<file path="src/rtl/pc_fetch_pkg.sv">
// Shared types and default constants for the PC fetch unit.
package pc_fetch_pkg;

  typedef enum logic [1:0] {
    S_RESET    = 2'd0,
    S_RUN      = 2'd1,
    S_REDIRECT = 2'd2,
    S_HALT     = 2'd3
  } fetch_state_e;

  localparam logic [31:0] DEF_RESET_VECTOR = 32'h0000_0000;
  localparam logic [31:0] DEF_EXC_VECTOR   = 32'h8000_0180;
  localparam int          DEF_INC          = 4;

endpackage

</file>
<file path="src/rtl/pc_fetch_unit_incrementer.sv">
// Sequential-address adder; wraps modulo 2^WIDTH.
module pc_incrementer #(
  parameter int WIDTH = 32,
  parameter int INC   = 4
) (
  input  logic [WIDTH-1:0] pc,
  output logic [WIDTH-1:0] pc_plus_inc
);

  assign pc_plus_inc = pc + WIDTH'(INC);

endmodule

</file>
<file path="src/rtl/pc_fetch_unit.sv">
// Program counter and fetch-request sequencer: reset, run, one-cycle redirect bubble, halt.
module pc_fetch_unit
  import pc_fetch_pkg::*;
#(
  parameter int               WIDTH        = 32,
  parameter int               INC          = DEF_INC,
  parameter logic [WIDTH-1:0] RESET_VECTOR = WIDTH'(DEF_RESET_VECTOR),
  parameter logic [WIDTH-1:0] EXC_VECTOR   = WIDTH'(DEF_EXC_VECTOR)
) (
  input  logic             clk,
  input  logic             rst,
  input  logic             stall,
  input  logic             branch_taken,
  input  logic [WIDTH-1:0] branch_target,
  input  logic             jump,
  input  logic [WIDTH-1:0] jump_target,
  input  logic             exc,
  input  logic             halt,
  input  logic             imem_ready,
  output logic [WIDTH-1:0] pc,
  output logic [WIDTH-1:0] pc_plus_inc,
  output logic             fetch_valid,
  output logic             misalign
);

  // INC is a power of two, so the low log2(INC) bits are exactly INC-1.
  localparam logic [WIDTH-1:0] ALIGN_MASK = WIDTH'(INC - 1);

  fetch_state_e     state_q, state_d;
  logic [WIDTH-1:0] pc_d;
  logic             misalign_d;
  logic [WIDTH-1:0] redir_tgt;
  logic             redir_req;

  pc_incrementer #(.WIDTH(WIDTH), .INC(INC)) u_inc (
    .pc          (pc),
    .pc_plus_inc (pc_plus_inc)
  );

  assign fetch_valid = (state_q == S_RUN);
  assign redir_req   = jump | branch_taken;
  assign redir_tgt   = jump ? jump_target : branch_target;

  always_ff @(posedge clk) begin
    if (rst) begin
      state_q  <= S_RESET;
      pc       <= RESET_VECTOR;
      misalign <= 1'b0;
    end else begin
      state_q  <= state_d;
      pc       <= pc_d;
      misalign <= misalign_d;
    end
  end

  always_comb begin
    state_d    = state_q;
    pc_d       = pc;
    misalign_d = 1'b0;
    case (state_q)
      S_RESET:    state_d = S_RUN;
      S_RUN: begin
        // Redirects ignore stall and imem_ready; halt and backpressure only gate advance.
        if (redir_req) begin
          state_d = S_REDIRECT;
          if ((redir_tgt & ALIGN_MASK) != '0) begin
            pc_d       = EXC_VECTOR;
            misalign_d = 1'b1;
          end else begin
            pc_d = redir_tgt;
          end
        end else if (halt) begin
          state_d = S_HALT;
        end else if (imem_ready && !stall) begin
          pc_d = pc_plus_inc;
        end
      end
      S_REDIRECT: state_d = S_RUN;
      S_HALT:     if (!halt) state_d = S_RUN;
      default:    state_d = S_RESET;
    endcase
    // Exceptions win from every state.
    if (exc) begin
      state_d    = S_REDIRECT;
      pc_d       = EXC_VECTOR;
      misalign_d = 1'b0;
    end
  end

endmodule

</file>
<file path="config.mk">
export PLATFORM = sky130hd
export DESIGN_NAME = pc_fetch_unit
export DESIGN_NICKNAME = d
export VERILOG_FILES = /design/src/rtl/pc_fetch_pkg.sv /design/src/rtl/pc_fetch_unit_incrementer.sv /design/src/rtl/pc_fetch_unit.sv
export SDC_FILE = /design/constraint.sdc
export NUM_CORES = 1
export LEC_CHECK = 0
export ABC_AREA = 1
export BUFFER_PORTS_ARGS = -buffer_cell sky130_fd_sc_hd__clkbuf_2
export CORE_MARGIN = 1
export CORE_UTILIZATION = 35
export CTS_CLUSTER_SIZE = 14
export DETAILED_ROUTE_END_ITERATION = 8
export PLACE_DENSITY_LB_ADDON = 0.12
export SYNTH_ARGS = -nofsm -noshare
export SYNTH_HDL_FRONTEND = slang
export SYNTH_SLANG_ARGS = --single-unit
</file>
<file path="constraint.sdc">
create_clock -name clk -period 1.8 [get_ports clk]
set_clock_uncertainty 0.15 [all_clocks]
set_input_delay 0.18 -clock clk [delete_from_list [all_inputs] [get_ports clk]]
set_output_delay 0.18 -clock clk [all_outputs]
set_load 0.01 [all_outputs]
</file>
[Word level (Yosys, flattened, before mapping)]
Cells that the tools add are included.
Operators by class
  add/sub/neg operators: 1
  equality and inequality tests: 9
  multiplexer cells: 13
  bitwise gates (word level): 3
  reduce and logical (&&, ||, !) cells: 14
Operator list (count)
  $mux W32: 7
  $add A32 B3 Y32 const B: 1
  $reduce_bool A32 Y1: 1
  $mux W2: 4
  $ne A3 B2 Y1 const B: 2
  $pmux W2 S3: 1
  $reduce_and A3 Y1: 2
  $eq A2 B2 Y1 const B: 2
  $ne A4 B3 Y1 const B: 1
  $reduce_and A2 Y1: 2
  $reduce_bool A2 Y1: 2
  $reduce_or A2 Y1: 2
  $reduce_or A4 Y1: 1
  $ne A3 B3 Y1 const B: 1
  $reduce_bool A3 Y1: 1
  $eq A2 B1 Y1 const B: 1
  $logic_not A2 Y1: 1
  $ne A2 B1 Y1 const B: 1
  $ne A2 B2 Y1 const B: 1
  $not A1 Y1: 2
  $logic_and A1 B1 Y1: 1
  $logic_not A1 Y1: 1
  $mux W1: 1
  $or A1 B1 Y1: 1
Word-level totals
  bits in registers: 35
  input port bits: 72
  output and inout port bits: 66
  logic and storage cells: 45

[Logic depth before layout (Yosys ltp)]
Gate-level depths: netlist of the first run.
  depth after elaboration: 7
  depth in mapped cells: 10
  depth with buffers taken out: 10

[By module]
A second synthesis of the first run with hierarchy kept.
Second synthesis, totals
  cell total of the unflattened synthesis: 566
  area, all modules: 3210.6 µm²
By module, submodules not included
  pc_fetch_unit: times used 1, cells each 389, area an instance 2301.0 µm², sequential area each 700.7 µm²
  pc_incrementer: times used 1, cells each 177, area an instance 909.6 µm², sequential area each 0.0 µm²

[Worst setup path before layout of the first run]
Ideal clock, no wire load.
  path type: register to register
  start point: reg pc[2]
  end point: reg pc[28]
  arrival: 1.530 ns
  data required time: 1.533 ns
  slack: 0.003 ns
  stages on the path, launching flop included: 11
  buffers on the path: 0
  period minus slack after synthesis: 1.797 ns
  path through: dfxtp_1 > ha_1 > inv_1 > nor2_4 > nand2_4 > nor2_4 > nand2_1 > nand2_1 > nand2_1 > a21oi_1 > nor2_1
On the way
  cells in the longest elaborated chain, start to end: 4
Ends and longest elaborated chain
  start: declaration: RTL line pc_fetch_unit.sv:20  | output logic [WIDTH-1:0] pc,
  start signal: assignment: RTL line pc_fetch_unit.sv:51  | pc <= pc_d;
  $add A32 B3 Y32: RTL line pc_fetch_unit_incrementer.sv:10  | assign pc_plus_inc = pc + WIDTH'(INC);
  named net pc_plus_inc[28]: RTL line pc_fetch_unit.sv:21  | output logic [WIDTH-1:0] pc_plus_inc,
  $mux W32: RTL line pc_fetch_unit.sv:74  | end else if (imem_ready && !stall) begin
  $mux W32: RTL line pc_fetch_unit.sv:72  | end else if (halt) begin
  $mux W32: RTL line pc_fetch_unit.sv:64  | if (redir_req) begin
The timed path passes the listed nets, and every way through them passes these cells. The select of a mux whose other input is x is not followed.
A chain may end at the register's enable or synchronous reset.

[Worst setup path in the final report of the first run]
  start point: reg pc[3]
  end point: out pc_plus_inc[23]
On the way
  cells in the longest elaborated chain, start to end: 1
Ends and longest elaborated chain (RTL line)
  $add A32 B3 Y32: pc_fetch_unit_incrementer.sv:10
  end: declaration: pc_fetch_unit.sv:21
Every way passes these cells.

==> results of run 1 <==
[flip-flops by register name, indices dropped and copies added (netlist names)]
signal    flops
state_q       2
misalign      1
pc           32
[logic make-up after synthesis]
group                      Yosys count  synth area share (%)
adders and majority gates            1                 0.418
AOI/OAI and AO/OA                   72                  13.3
xor gates and xnor gates            13                  5.31
and+or+nand+nor                    335                  50.0
DFF                                 35                  23.4
buffers and inverters               53                  7.57
[power groups by stage]
stage / Clock [mW] / Sequential (mW) / Combinational (mW)
after floorplan: 0 / 0.862 / 0.245
after global placement: 0 / 0.849 / 0.483
after detailed placement: 0 / 0.850 / 0.490
after CTS: 0.881 / 0.830 / 0.515
after global routing: 0.919 / 0.828 / 0.587
final: 0.878 / 0.823 / 0.532
[repair_timing]
| item | CTS | global route |
|---|---|---|
| gates resized for setup | 100 | 72 |
| setup buffers | 18 | 9 |
| hold buffers | 1 | 0 |
| endpoints found under the setup margin | 27 | 27 |
| pin swaps | 42 | 26 |
| endpoints found under the hold margin | 3 | 0 |
[cell usage after synthesis (all sizes together)]
| cell type | instances |
|---|---|
| nand2 | 211 |
| buf | 18 |
| nand4 | 2 |
| a31oi | 7 |
| nor4 | 1 |
| xnor2 | 4 |
| nand3b | 11 |
| nor2 | 72 |
| dfxtp | 35 |
| o21ai | 32 |
| o22ai | 3 |
| a22oi | 2 |
| o31ai | 1 |
| and2 | 2 |
| a21oi | 27 |
| clkbuf | 6 |
| xor2 | 9 |
| ha | 1 |
| inv | 29 |
| nand3 | 36 |
[worst max-delay path, cell delays in order, from the launching register on]
cell and delay (ns):
sky130_fd_sc_hd__dfxtp_4 0.37, sky130_fd_sc_hd__buf_6 0.11, sky130_fd_sc_hd__nand2_4 0.05, sky130_fd_sc_hd__nor2_4 0.12, sky130_fd_sc_hd__nand2_4 0.09, sky130_fd_sc_hd__nor2_8 0.18, sky130_fd_sc_hd__nand4_1 0.12, sky130_fd_sc_hd__and2_1 0.16
sky130_fd_sc_hd__clkbuf_2 0.12
[stage by stage]
stage | std cells | util [%] | cell area [um^2] | setup slack [ns] | hold slack (ns)
final | 794 | 58.3 | 4810 | -0.131 | 0.00367
after global routing | 794 | 58.3 | 4810 | -0.202 | 0.00202
after CTS | 785 | 54.7 | 4520 | -0.136 | 0.000211
after detailed placement | 758 | 47.9 | 3950 | 0.0226 | 0.273
after global placement | 758 | 47.9 | 3950 | 0.0564 | 0.273
after floorplan | 509 | - | 2990 | 0.00254 | 0.0924
[final cells by class]
type	count	area (um^2)	area share (%)
Clock buffer	5	68.8	1.43
Clock inverter	3	67.6	1.40
Inverter	29	114	2.37
Multi-Input combinational cell	421	2450	50.9
Sequential cell	35	776	16.1
Tap cell	105	131	2.73
Timing Repair Buffer	196	1210	25.1
[layer usage]
| layer | wire, um | GRT usage, % | vias up |
|---|---|---|---|
| li1 | - | - | 1980 |
| met1 | 5290 | 35.2 | 1753 |
| met2 | 5080 | 40.5 | 126 |
| met3 | 608 | 3.30 | 8 |
| met4 | 86 | 4.42 | 0 |
| met5 | 0 | 0 | - |
[worst max-delay path by stage]
stage | cells past startpoint | end | slack (ns) | start
detailed placement | 7 | pc_plus_inc[27] | 0.02 | pc[19]
finish | 8 | pc_plus_inc[23] | -0.13 | pc[3]
global route | 10 | pc_plus_inc[24] | -0.20 | pc[3]
floorplan | 10 | pc[28] | 0.003 | pc[2]
CTS | 7 | pc_plus_inc[23] | -0.14 | pc[7]
global placement | 7 | pc_plus_inc[23] | 0.06 | pc[11]
==> flow_metrics.tcl, run 1 <==
set metrics [dict create \
    grt_pass1_vias 3440 \
    io_pins 138 \
    p_clk_share_pct 39.3 \
    drt_drc_violations_left 0 \
    vdd.ir_drop.worst_mv 0.361 \
    crit_path_start_kind "register" \
    h_tree_levels 2 \
    ys.warnings.count 0 \
    half_perimeter_wire_length_after_detailed_placement_um 8600 \
    cp_data_arrival_time_ns 1.60 \
    critical_register_to_register_path_endpoint "pc[28]" \
    drv_cap 0 \
    initialDrtViolationCount 167 \
    status "finished with violations" \
    port_buffer_count 137 \
    totalNegativeSetupSlack_ns -1.33 \
    power.static_leakage_nw 2.45 \
    critical_path_class "register to output port" \
    synth.ff_latch_count 35 \
    num_rows 33 \
    grt_util_all_layers_pct 24.9 \
    synth_top_area_share_pct 25.1 \
    post_synth_num_cell_types 34 \
    holdCritPathClass "input pin to register" \
    post_synth.cell_area_avg_um2 5.88 \
    initial_core_util_pct 36.2 \
    timing.critical_path.required_ns 1.47 \
    die_area_mm2 0.00892 \
    die-height_um 94.5 \
    grt_pass1_wl_um 17300 \
    post-route-min-period_ns 1.93 \
    synth_top_cell_by_area "sky130_fd_sc_hd__nand2_1" \
    netlist_area_mm2 0.00299 \
    post-route-period-util_pct 107 \
    grt_start_max_net_pins 55 \
    synth_cells 509 \
    postRouteAntennaNets 0 \
    regToRegStartpoint "state_q[0]" \
    power.internal_mw 1.57 \
    yosys-top-cells-area "sky130_fd_sc_hd__nand2_1 (25%), sky130_fd_sc_hd__dfxtp_1 (23%), sky130_fd_sc_hd__nor2_1 (7.1%)" \
    final.fill_count 837 \
    net-switching-power_uw 661 \
    avgRoutedWirePerCell_um 13.9 \
    slew_headroom_pct 77.3 \
    timing.reg2reg.setup_slack_ns 0.12 \
    clk_root_buffer_cell "sky130_fd_sc_hd__clkbuf_8" \
    grt_antenna_before_repair 0 \
    routed_wl_um 11100 \
    drv_slew 0 \
    timing.hold.worst_path_depth 3 \
    r2r_cells 8 \
    worst_skew_pair.late_latency_ns 0.29 \
    max_freq_ghz 0.518 \
    remaining_global_route_overflow 0 \
    fin_nets 761 \
    drive_gt1_share_pct 49.1 \
    clkSinkCount 35 \
    power.sequential.fraction_pct 36.9 \
    clk_pin_slew_ns 0.08 \
    via_count 3867 \
    failed_checks "negative setup slack" \
    biggest_fanout_along_the_worst_timing_path 5 \
    timing.hold.worst.start "halt" \
    final_common_cell "sky130_fd_sc_hd__nand2_1" \
    min_delay_worst_endpoint "state_q[1]" \
    insertedDiodeCount 0 \
    p_total_mw 2.23 \
    final-hold-violation-count 0 \
    tritoncts.num_buffers 5 \
    via_per_inst 4.87 \
    p_per_area_mw_per_mm2 464 \
    yosysSeqAreaShare_pct 23.4 \
    cts_buffer_depth 2 \
    worst-slew-pin-transition_ns 0.341 \
    setup_slack_ns -0.131 \
    cts_tree "done" \
    routability_cong 0.856 \
    syn-num-nets 582 \
    switching_share_pct 29.6 \
    die_width_um 94.5 \
    synthToLayoutAreaGrowth_pct 60.8 \
    drt_first_pass_iters 4 \
    mostFrequentLayoutCells "sky130_fd_sc_hd__nand2_1 (169), sky130_fd_sc_hd__clkbuf_2 (124), sky130_fd_sc_hd__buf_4 (46), sky130_fd_sc_hd__nand3_1 (33)" \
    grt_setup_unrepaired "true" \
    endpoint_kind "output port" \
    core-area_mm2 0.00826 \
    report.final.setup_viol 23 \
    p_comb_share_pct 23.8 \
]
No activity file was read; power rests on OpenSTA's default activity.
==> run 2: changes to the inputs <==
--- a/config.mk
+++ b/config.mk
@@ -14,4 +14,5 @@
 export PLACE_DENSITY_LB_ADDON = 0.12
 export SYNTH_ARGS = -nofsm -noshare
 export SYNTH_HDL_FRONTEND = slang
+export SYNTH_HIERARCHICAL = 1
 export SYNTH_SLANG_ARGS = --single-unit
==> flow_metrics.tcl, run 2 <==
set metrics [dict create \
    mostFrequentLayoutCells "sky130_fd_sc_hd__nand2_1 (225), sky130_fd_sc_hd__clkbuf_2 (130), sky130_fd_sc_hd__nor2_1 (84), sky130_fd_sc_hd__inv_1 (51), sky130_fd_sc_hd__buf_4 (40)" \
    ys.warnings.count 6 \
    drv_cap 0 \
    vdd.ir_drop.worst_mv 0.231 \
    synth_ff_type "sky130_fd_sc_hd__dfxtp_1" \
    initialDrtViolationCount 107 \
    core-area_mm2 0.00881 \
    power.static_leakage_nw 2.43 \
    cts_buffer_depth 2 \
    drt_drc_violations_left 14 \
    critical_path_class "register to output port" \
    synth.ff_latch_count 35 \
    post-synth-top-count-cell "sky130_fd_sc_hd__nand2_1" \
    p_total_mw 1.82 \
    holdCritPathClass "input pin to register" \
    dp_cells 823 \
    netlist_area_mm2 0.00321 \
    grt_antenna_before_repair 0 \
    syn-num-nets 639 \
    postRouteAntennaNets 0 \
    remaining_global_route_overflow 0 \
    via_count 3844 \
    cts_tree "done" \
    via_per_inst 4.60 \
    cp_data_arrival_time_ns 1.71 \
    largest_registers "pc: 32 flops, state_q: 2 flops, misalign: 1 flops" \
    half_perimeter_wire_length_after_detailed_placement_um 7760 \
    synth_top_area_share_pct 26.9 \
    drv_slew 0 \
    die-height_um 97.8 \
    grt_setup_unrepaired "true" \
    regMostFlops "pc" \
    routed_wl_um 9670 \
    endpoint_kind "output port" \
    num_rows 34 \
    worst_setup_path_startpoint "pc[2]" \
    fin_nets 800 \
    drive_gt1_share_pct 35.4 \
    ys_async_sr_fraction_pct 0 \
    largest_register_ffs 32 \
    biggest_fanout_along_the_worst_timing_path 5 \
    grt_start_max_net_pins 32 \
    post_synth_num_cell_types 27 \
    clkSinkCount 35 \
    p_per_area_mw_per_mm2 406 \
    initial_core_util_pct 36.5 \
    post-route-min-period_ns 2.04 \
    grt_util_all_layers_pct 20.8 \
    final-hold-violation-count 0 \
    timing.hold.worst.start "exc" \
    yosysSeqAreaShare_pct 21.8 \
    placement.cell_area_mm2 0.00421 \
    setup_slack_at_placement_ns -0.0221 \
    yosys-top-cells-area "sky130_fd_sc_hd__nand2_1 (27%), sky130_fd_sc_hd__dfxtp_1 (22%), sky130_fd_sc_hd__nor2_1 (11%)" \
    timing.critical_path.required_ns 1.47 \
    slew_headroom_pct 48.3 \
    final_cell_count_no_fill 836 \
    post_synth.cell_area_avg_um2 5.67 \
    die_area_mm2 0.00956 \
    totalNegativeSetupSlack_ns -3.73 \
    io_pins 138 \
    clk_pin_slew_ns 0.08 \
    regToRegStartpoint "pc[2]" \
    report.final.setup_viol 28 \
    insertedDiodeCount 0 \
    hold_slack_ns 0.0540 \
    failed_checks "design-rule violations, negative setup slack" \
    final_core_util_pct 50.9 \
    post-route-period-util_pct 113 \
    synth_top_cell_by_area "sky130_fd_sc_hd__nand2_1" \
    fin_area_mm2 0.00448 \
    drt_first_pass_iters 7 \
    final.fill_count 965 \
    clk_root_buffer_cell "sky130_fd_sc_hd__clkbuf_8" \
    avgRoutedWirePerCell_um 11.6 \
    port_buffer_count 137 \
    worst_skew_pair.late_latency_ns 0.30 \
    synthToLayoutAreaGrowth_pct 39.6 \
    grt_pass1_wl_um 16200 \
    tritoncts.num_buffers 5 \
    synth_cells 566 \
    status "finished with violations" \
    setup_slack_ns -0.237 \
    max_freq_ghz 0.491 \
    h_tree_levels 2 \
    worst-slew-pin-transition_ns 0.776 \
    timing.reg2reg.setup_slack_ns -0.03 \
    netlist_top_cells_count "sky130_fd_sc_hd__nand2_1 (230), sky130_fd_sc_hd__nor2_1 (94), sky130_fd_sc_hd__inv_1 (52)" \
    routability_cong 0.821 \
    die_width_um 97.8 \
    synth_edf_count 0 \
    final_common_cell "sky130_fd_sc_hd__nand2_1" \
    grt_pass1_vias 3546 \
    crit_path_start_kind "register" \
]
run 2: changes by cell type in the layout (fill, tap and decap cells not counted), sizes merged, moves of 7 or more:
cell and delta:
a21oi +11, a31oi -7, buf -20, clkbuf +8, inv +24, nand2 +25, nand3 -26, nor2 +35
run 2: metal layers:
layer  share of wire, %  wire length (um)  vias to the layer above  track usage [%]
met5                  0                 0                        -                0
met4                1.2               115                        0             5.83
met3                3.8               366                       10             2.51
met2                 50              4860                       86             38.2
met1                 45              4320                     1717             25.3
li1                   -                 -                     2031                -
run 2: power by group:
part	total, mW	internal, mW	switching (mW)
clock network	0.587	0.272	0.314
logic	0.430	0.184	0.245
registers	0.802	0.789	0.0131
run 2: repair_timing:
item | in CTS | in global routing
hold endpoints to repair | 4 | 0
gates resized for setup | 23 | 21
pin swaps | 9 | 3
hold buffers | 1 | 0
setup endpoints to repair | 30 | 48
setup buffers | 3 | 1
run 2: worst paths after layout:
kind / end / cells past startpoint
hold / removal: pc[31] / 3
setup / recovery: pc_plus_inc[20] / 9
setup reg to reg: pc[12] / 10
hold reg to reg: pc[0] / 2
run 2: cell type report:
type                    instances  area, um^2  area share (%)
clock buffers                   7        76.3            1.70
clock inverters                 1        5.00           0.112
inverters                      53         199            4.44
multi-input cells             450        2280            50.9
flip-flops and latches         35         711            15.9
well taps                     108         135            3.02
repair buffers                182        1080            24.0
run 2: cell families (layout without fill, tap and decap cells):
| logic type | count (synthesis) | after routing | share of synthesized area, % |
|---|---|---|---|
| buffers and inverters | 81 | 243 | 12.4 |
| adders and majority gates | 1 | 1 | 0.390 |
| AOI/OAI and AO/OA | 69 | 69 | 11.9 |
| xor gates and xnor gates | 15 | 15 | 4.33 |
| and+or+nand+nor | 365 | 365 | 49.1 |
| DFF | 35 | 35 | 21.8 |
run 2: critical path: stages (launching register included):
cell and delay, ns:
sky130_fd_sc_hd__dfxtp_2 0.33, sky130_fd_sc_hd__ha_2 0.20, sky130_fd_sc_hd__nand2_1 0.10, sky130_fd_sc_hd__nor2_4 0.15, sky130_fd_sc_hd__nand2_4 0.12, sky130_fd_sc_hd__nor2_4 0.16
sky130_fd_sc_hd__nand2_1 0.07, sky130_fd_sc_hd__nand2_1 0.06, sky130_fd_sc_hd__nand2_1 0.07, sky130_fd_sc_hd__clkbuf_2 0.14
